**config.mk**
```make
export PLATFORM = sky130hd
export DESIGN_NAME = mux_arb_rr
export DESIGN_NICKNAME = d
export VERILOG_FILES = /design/src/rtl/mux_arb_rr.sv
export SDC_FILE = /design/constraint.sdc
export NUM_CORES = 1
export LEC_CHECK = 0
export BUFFER_PORTS_ARGS = -buffer_cell sky130_fd_sc_hd__buf_2
export CORE_MARGIN = 4
export CORE_UTILIZATION = 45
export CTS_CLUSTER_SIZE = 40
export DETAILED_ROUTE_END_ITERATION = 8
export HOLD_SLACK_MARGIN = 0.02
export PLACE_DENSITY = 0.72
export SLEW_MARGIN = 15
export SYNTH_ARGS = -nofsm -noshare
export SYNTH_HDL_FRONTEND = slang
export SYNTH_SLANG_ARGS = --single-unit
```
**constraint.sdc**
```tcl
create_clock -name clk -period 3.2 [get_ports clk]
set_input_delay 0.48 -clock clk [delete_from_list [all_inputs] [get_ports clk]]
set_output_delay 0.48 -clock clk [all_outputs]
set_load 0.1 [all_outputs]
```
**src/rtl/mux_arb_rr.sv**
```systemverilog
// mux_arb_rr: registered N-channel valid/ready mux with round-robin arbiter; define MUX_ARB_FIXED_PRIO_EN for fixed priority
module mux_arb_rr #(
    parameter int WIDTH  = 4,
    parameter int NUM_CH = 4,
    parameter int SWIDTH = 2
) (
    input  logic                    clk,
    input  logic                    rst,
    input  logic [NUM_CH*WIDTH-1:0] i_data,
    input  logic [NUM_CH-1:0]       i_valid,
    output logic [NUM_CH-1:0]       i_ready,
    output logic [WIDTH-1:0]        o_data,
    output logic [SWIDTH-1:0]       o_ch,
    output logic                    o_valid,
    input  logic                    o_ready
);
    logic [WIDTH-1:0]  o_data_q, o_data_d, sel_data;
    logic [SWIDTH-1:0] o_ch_q, o_ch_d, gidx, ptr_q;
    logic              o_valid_q, o_valid_d, found, load, xfer;
    logic [NUM_CH-1:0] gnt;
    int                idx;
`ifdef MUX_ARB_FIXED_PRIO_EN
    assign ptr_q = '0;
`else
    logic [SWIDTH-1:0] ptr_d;
`endif
    always_comb begin
        found = 1'b0;
        gidx  = '0;
        gnt   = '0;
        idx   = 0;
        for (int i = 0; i < NUM_CH; i++) begin
            idx = int'(ptr_q) + i;
            idx = (idx >= NUM_CH) ? idx - NUM_CH : idx;
            if (!found && i_valid[idx]) begin
                found    = 1'b1;
                gidx     = SWIDTH'(idx);
                gnt[idx] = 1'b1;
            end
        end
    end
    always_comb begin
        sel_data = '0;
        for (int k = 0; k < NUM_CH; k++)
            if (gnt[k]) sel_data = i_data[k*WIDTH +: WIDTH];
    end
    assign load    = !o_valid_q || o_ready;
    assign xfer    = !rst && load && found;
    assign i_ready = xfer ? gnt : '0;
    always_comb begin
        o_valid_d = xfer ? 1'b1 : (o_ready ? 1'b0 : o_valid_q);
        o_data_d  = xfer ? sel_data : o_data_q;
        o_ch_d    = xfer ? gidx : o_ch_q;
`ifndef MUX_ARB_FIXED_PRIO_EN
        ptr_d     = !xfer ? ptr_q : (gidx == SWIDTH'(NUM_CH - 1)) ? '0 : gidx + 1'b1;
`endif
    end
    always_ff @(posedge clk) begin
        if (rst) begin
            o_valid_q <= 1'b0;
            o_data_q  <= '0;
            o_ch_q    <= '0;
`ifndef MUX_ARB_FIXED_PRIO_EN
            ptr_q     <= '0;
`endif
        end else begin
            o_valid_q <= o_valid_d;
            o_data_q  <= o_data_d;
            o_ch_q    <= o_ch_d;
`ifndef MUX_ARB_FIXED_PRIO_EN
            ptr_q     <= ptr_d;
`endif
        end
    end
    assign o_valid = o_valid_q;
    assign o_data  = o_data_q;
    assign o_ch    = o_ch_q;
endmodule

```
==> summary.txt, run 1 <==
Run status: completed
Layout Skew: 0.002911 ns
Via density: 5.840
Setup TNS: 0 ns
Worst path required time: 2.72 ns
Initial cell density of the core: 49.58%
Post-synth EDFFs: 0
Share of layout cells above drive strength 1: 47.40%
Top sig layer: met4
Antenna violations before repair: 0
Reg-to-reg slack, setup: 0.39 ns
Met1 wire length: 1.169 mm
Slew HR: 60.43%
Pwr/cell area: 1141 nW/um^2
Yosys reg bits: 9
CTS root buffer: clkbuf_4
Most frequent cells in the layout: buf_2 (29), buf_4 (13), ha_1 (7), dfxtp_1 (7)
Fmax: 0.3143 GHz
Die area: 3098 um^2
Post-Synthesis Cells: 116
Wire length of the first global-routing pass: 4.678 mm
Worst hold endpoint: o_ch[0]
# Max-Cap Violations: 0
Pin count of the biggest net entering global routing: 19
Chip Height: 55.66 um
Final setup violation count: 0
DRT antenna net count: 0
DR WL met2: 1.415 mm
CTS Buffer Depth: 2
Fin cells: 181
Yosys cell types: 38
Die Wd: 55.66 um
Vias in the first global route: 1018
I/O pin count: 34
First-iteration detailed-routing DRC count: 37
Worst hold path type: reg2reg
Kind of critical path: reg2out
Syn nets: 147
TritonCTS Buffers: 3
# fillers: 168
Post-Synthesis Cell Area: 1022 um^2
Maximum VDD drop: 696.4 uV
Core Footprint: 2062 um^2
Clock-pin slew on the worst setup and hold paths: 0.06 ns
CTS Sinks: 9
Crit-path max FO: 4
Insertion delay to the later sink of the worst-skew pair: 0.27 ns
Most common cell after layout, fill and taps aside: buf_2
Fin. max-slew vios: 0
Final worst-path cycle share: 99.44%
RSZ-0062 raised after global routing: yes
Rows: 16
Placed cells: 170
Detailed-route via count: 1057
Hold Crit Start: o_ch[0]
WP data arrival: 2.70 ns
Yosys warns: 0
Final HPWL DP: 2.092 mm
# diodes: 0
Syn Area/Cell: 8.812 um^2
Reg2Reg Depth: 9
Pleak: 0.5792 nW
Final WL: 2.772 mm
H-tree depth: 1
Fin Hold WS: 0.5040 ns
Setup crit start kind: flip-flop
I/O Buffers: 33
Met3 WL post-DR: 157 um
Gr usage total: 17.93%
Period minus WS final: 3.182 ns
Multi-input logic area: 798.3 um^2
Total iterations of the first detailed-routing run: 4
Total power: 1.572 mW
Sequential area share after synthesis: 17.63%
Area delta synth->final: 34.76%
Slew @ Worst Pin: 0.5861 ns
Crit path capture type: output port
TritonCTS clock tree: done
Fin. Hold Viols: 0
# DRC: 0
Grt total ovfl: 0
Final #Nets: 186
Worst R2R Start: ptr_q[0]
R2R Path End: o_data[2]
WL per Instance: 15.31 um
Ys async rst share: 0%
Worst hold stages: 2
Placer Congestion: 0.8796
Top_reg_cell synth: dfxtp_1
Hold Buf Count CTS: 0
Register area: 182.7 um^2
Final core utilization: 66.81%
## worst max path at each step
stage / startpoint / end / slack (ns) / depth (start not counted)
floorplan: ptr_q[0] / i_ready[3] / -0.08 / 10
global placement: ptr_q[1] / i_ready[3] / 0.24 / 7
detailed placement: ptr_q[1] / i_ready[3] / 0.17 / 7
CTS: ptr_q[1] / i_ready[1] / -0.005 / 8
global route: ptr_q[0] / i_ready[3] / -0.05 / 7
finish: ptr_q[0] / i_ready[3] / 0.02 / 7
## sequential cells by signal (all words and copies together) (netlist names)
name and flops:
o_data 4, o_valid 1, ptr_q 2, o_ch 2
## per-stage QoR
step                worst slack, ns  area, um^2
finish                      0.01784        1378
global route               -0.04909        1378
CTS                       -0.005180        1328
detailed placement           0.1656        1282
global placement             0.2374        1282
floorplan                  -0.07826        1097
## Yosys cell counts, drive strengths merged, types with 4 or more instances
| cell | count | share of area (%) |
|---|---|---|
| mux2 | 4 | 4.4 |
| o22ai | 6 | 3.7 |
| a221oi | 4 | 3.4 |
| ha | 8 | 9.8 |
| mux2i | 4 | 3.9 |
| dfxtp | 9 | 18 |
| mux4 | 4 | 8.8 |
| inv | 8 | 2.9 |
| nand2 | 5 | 1.8 |
| a22oi | 5 | 3.7 |
| o21ai | 6 | 2.9 |
| buf | 8 | 5.3 |
| a21oi | 5 | 2.4 |
| nor2 | 8 | 2.9 |
| nand3b | 4 | 2.9 |
## layout make-up
cell class	count	area share, %
sequential	9	13.26
clock buffer	3	1.635
multi-input combinational	88	57.95
timing repair buffer	45	21.98
tap	27	2.452
clock inverter	1	0.3633
inverter	8	2.361
## critical path: stages (launching register included)
cell	delay (ns)
dfxtp_2	0.35
inv_4	0.05
ha_4	0.27
mux4_2	0.55
or4b_4	0.57
a32oi_2	0.26
and2b_4	0.21
buf_12	0.17
## routing by layer
metal / global-route usage, % / vias to the layer above
li1: - / 514
met1: 22.67 / 508
met2: 29.56 / 30
met3: 5.568 / 5
met4: 4.167 / 0
met5: 0 / -
## logic make-up (layout without fill, tap and decap cells)
kind of cell	after synthesis	after routing	share of synthesized area, %
compound gates	35	35	25.70
simple gates	32	32	19.46
buf+inv	19	57	9.424
mux	12	12	17.14
flops	9	9	17.63
fa+ha+maj	8	8	9.792
xor+xnor	1	1	0.8569
## what timing repair did
action,CTS,global route
setup endpoints to repair,2,3
cloned,0,0
pin swaps,1,4
resized for setup,1,3
setup buffers,2,5
## where the power goes
group          internal, mW  switching, mW  leakage (nW)
Combinational         0.506          0.805         0.486
Clock                0.0462         0.0421        0.0177
Sequential            0.154         0.0188        0.0754
Total                 0.706          0.866         0.579
No activity file was read; power rests on OpenSTA's default activity.
==> run 2, diff against run 1 <==
--- a/config.mk
+++ b/config.mk
@@ -6,12 +6,13 @@
 export NUM_CORES = 1
 export LEC_CHECK = 0
 export BUFFER_PORTS_ARGS = -buffer_cell sky130_fd_sc_hd__buf_2
+export CORE_ASPECT_RATIO = 0.6
 export CORE_MARGIN = 4
-export CORE_UTILIZATION = 45
+export CORE_UTILIZATION = 30
 export CTS_CLUSTER_SIZE = 40
 export DETAILED_ROUTE_END_ITERATION = 8
 export HOLD_SLACK_MARGIN = 0.02
-export PLACE_DENSITY = 0.72
+export PLACE_DENSITY = 0.6
 export SLEW_MARGIN = 15
 export SYNTH_ARGS = -nofsm -noshare
 export SYNTH_HDL_FRONTEND = slang
==> run 2 against run 1 <==
Effect of this change: final area grew 4.1%; clock skew about the same; power is 5.3% higher; global-route usage shrank 5.6 points; wire length is 4.9% higher; flip-flop and latch count stayed put; largest cell class unchanged; highest routed layer unchanged.
==> summary.txt, run 2 (synthesis results as in run 1) <==
Vias in the first global route: 891 (was 1018)
Fin. max-slew vios: 0 (unchanged)
DR WL met2: 1.381 mm (was 1.415 mm)
Antenna violations before repair: 0 (unchanged)
TritonCTS Buffers: 3 (unchanged)
Fin. Hold Viols: 0 (unchanged)
Most frequent cells in the layout: buf_2 (29), buf_4 (14), dfxtp_1 (8) (was buf_2 (29), buf_4 (13), ha_1 (7), dfxtp_1 (7))
Clock-pin slew on the worst setup and hold paths: 0.05 ns (was 0.06 ns)
Die area: 4436 um^2 (was 3098 um^2)
Detailed-route via count: 1043 (was 1057)
H-tree depth: 1 (unchanged)
Die Wd: 83.36 um (was 55.66 um)
Reg-to-reg slack, setup: 0.40 ns (was 0.39 ns)
Hold Buf Count CTS: 0 (unchanged)
CTS Buffer Depth: 2 (unchanged)
# Max-Cap Violations: 0 (unchanged)
Met3 WL post-DR: 124 um (was 157 um)
Top sig layer: met4 (unchanged)
Clock power share: 8.4% (was 5.6%)
Final setup violation count: 0 (unchanged)
Met1 wire length: 1.381 mm (was 1.169 mm)
Placer Congestion: 0.8099 (was 0.8796)
Final #Nets: 187 (was 186)
Final worst-path cycle share: 97.26% (was 99.44%)
Rows: 16 (unchanged)
Core Footprint: 3263 um^2 (was 2062 um^2)
WP data arrival: 2.63 ns (was 2.70 ns)
Total power: 1.656 mW (was 1.572 mW)
Placed cells: 188 (was 170)
Worst R2R Start: ptr_q[1] (was ptr_q[0])
Most common cell after layout, fill and taps aside: buf_2 (unchanged)
Crit path capture type: output port (unchanged)
Slew @ Worst Pin: 0.6363 ns (was 0.5861 ns)
Worst path required time: 2.72 ns (about the same)
Net switching fraction of the power: 53.89% (was 55.08%)
Critical path origin: ptr_q[1] (was ptr_q[0])
Worst Slack Setup Final: 0.08754 ns (was 0.01784 ns)
Sw power: 0.8924 mW (was 0.8661 mW)
Layout Skew: 0.003155 ns (was 0.002911 ns)
Cell Int Power: 0.7636 mW (was 0.7064 mW)
Worst hold stages: 2 (unchanged)
Pleak: 0.5952 nW (was 0.5792 nW)
Gr usage total: 12.32% (was 17.93%)
# diodes: 0 (unchanged)
Final WL: 2.908 mm (was 2.772 mm)
Hold Crit Start: o_valid (was o_ch[0])
Final HPWL DP: 2.198 mm (was 2.092 mm)
First-iteration detailed-routing DRC count: 87 (was 37)
Fin cells: 200 (was 181)
Initial cell density of the core: 31.33% (was 49.58%)
Fmax: 0.3213 GHz (was 0.3143 GHz)
Comb pwr share: 81.2% (was 83.4%)
Grt total ovfl: 0 (unchanged)
Crit-path max FO: 7 (was 4)
Maximum VDD drop: 461.5 uV (was 696.4 uV)
I/O Buffers: 33 (unchanged)
Via density: 5.215 (was 5.840)
Slew HR: 57.04% (was 60.43%)
Reg2Reg Depth: 9 (unchanged)
CTS Sinks: 9 (unchanged)
TritonCTS clock tree: done (unchanged)
Share of layout cells above drive strength 1: 46.45% (was 47.40%)
Total iterations of the first detailed-routing run: 4 (unchanged)
Max FFs per register: 4 (unchanged)
Insertion delay to the later sink of the worst-skew pair: 0.24 ns (was 0.27 ns)
CTS root buffer: clkbuf_8 (was clkbuf_4)
WL per Instance: 14.54 um (was 15.31 um)
Area delta synth->final: 40.27% (was 34.76%)
Pwr/cell area: 1155 nW/um^2 (was 1141 nW/um^2)
Run status: completed (unchanged)
Pin count of the biggest net entering global routing: 19 (unchanged)
Chip Height: 53.22 um (was 55.66 um)
Worst hold path type: reg2reg (unchanged)
I/O pin count: 34 (unchanged)
# DRC: 0 (unchanged)
Worst hold endpoint: o_valid (was o_ch[0])
Part of the power in registers: 10.4% (was 11.0%)
Kind of critical path: reg2out (unchanged)
Wire length of the first global-routing pass: 4.347 mm (was 4.678 mm)
DP Worst Slack: 0.1803 ns (was 0.1656 ns)
Setup crit start kind: flip-flop (unchanged)
R2R Path End: o_data[3] (was o_data[2])
Period minus WS final: 3.112 ns (was 3.182 ns)
DRT antenna net count: 0 (unchanged)
[run 2: cell type report]
class / count / area (um^2)
flip-flops and latches: 9 / 181.4
clock buffers: 3 / 41.29
fillers: 318 / 1829
inverters: 8 / 32.53
clock inverters: 1 / 5.005
multi-input cells: 88 / 807.0
well taps: 45 / 56.30
repair buffers: 46 / 310.3
[run 2: per-stage QoR]
step / setup TNS [ns] / hold slack, ns / util (%) / area, um^2
after CTS: 0 / 0.4994 / 41.95 / 1369
after global placement: 0 / 0.4809 / 39.99 / 1305
after detailed placement: 0 / 0.4835 / 39.99 / 1305
after global routing: -0.005486 / 0.5341 / 43.94 / 1434
final: 0 / 0.4973 / 43.94 / 1434
after floorplan: -0.1064 / 0.6708 / - / 1097
[run 2: worst max-delay path by stage]
stage,cells after the start,end
final,9,i_ready[2]
after global routing,9,i_ready[2]
after CTS,8,i_ready[3]
after detailed placement,7,i_ready[3]
after global placement,7,i_ready[3]
after floorplan,10,i_ready[3]
[run 2: power by group through the flow]
stage	clock network, mW	registers (mW)	logic, mW
2_1_floorplan	0	0.377	0.814
3_3_place_gp	0	0.174	1.20
3_5_place_dp	0	0.176	1.22
4_1_cts	0.142	0.174	1.25
5_1_grt	0.149	0.176	1.45
6_report	0.139	0.173	1.34
[run 2: layer usage]
metal,up-vias,track usage (%)
met2,26,18.35
met4,0,2.446
met3,4,3.421
met1,492,17.67
li1,521,-
met5,-,0
[run 2: repair_timing]
| item | 4_1_cts | 5_1_grt |
|---|---|---|
| endpoints found under the setup margin | 1 | 3 |
| gates resized for setup | 1 | 3 |
| pin swaps | 0 | 2 |
| buffers inserted | 2 | 6 |
[run 2: critical path: stages (launching register included)]
cell     delay (ns)
dfxtp_1        0.32
inv_1          0.08
ha_4           0.30
mux4_2         0.54
buf_4          0.19
nor3b_4        0.22
a21oi_1        0.12
a32o_2         0.30
nor2_4         0.13
buf_12         0.18
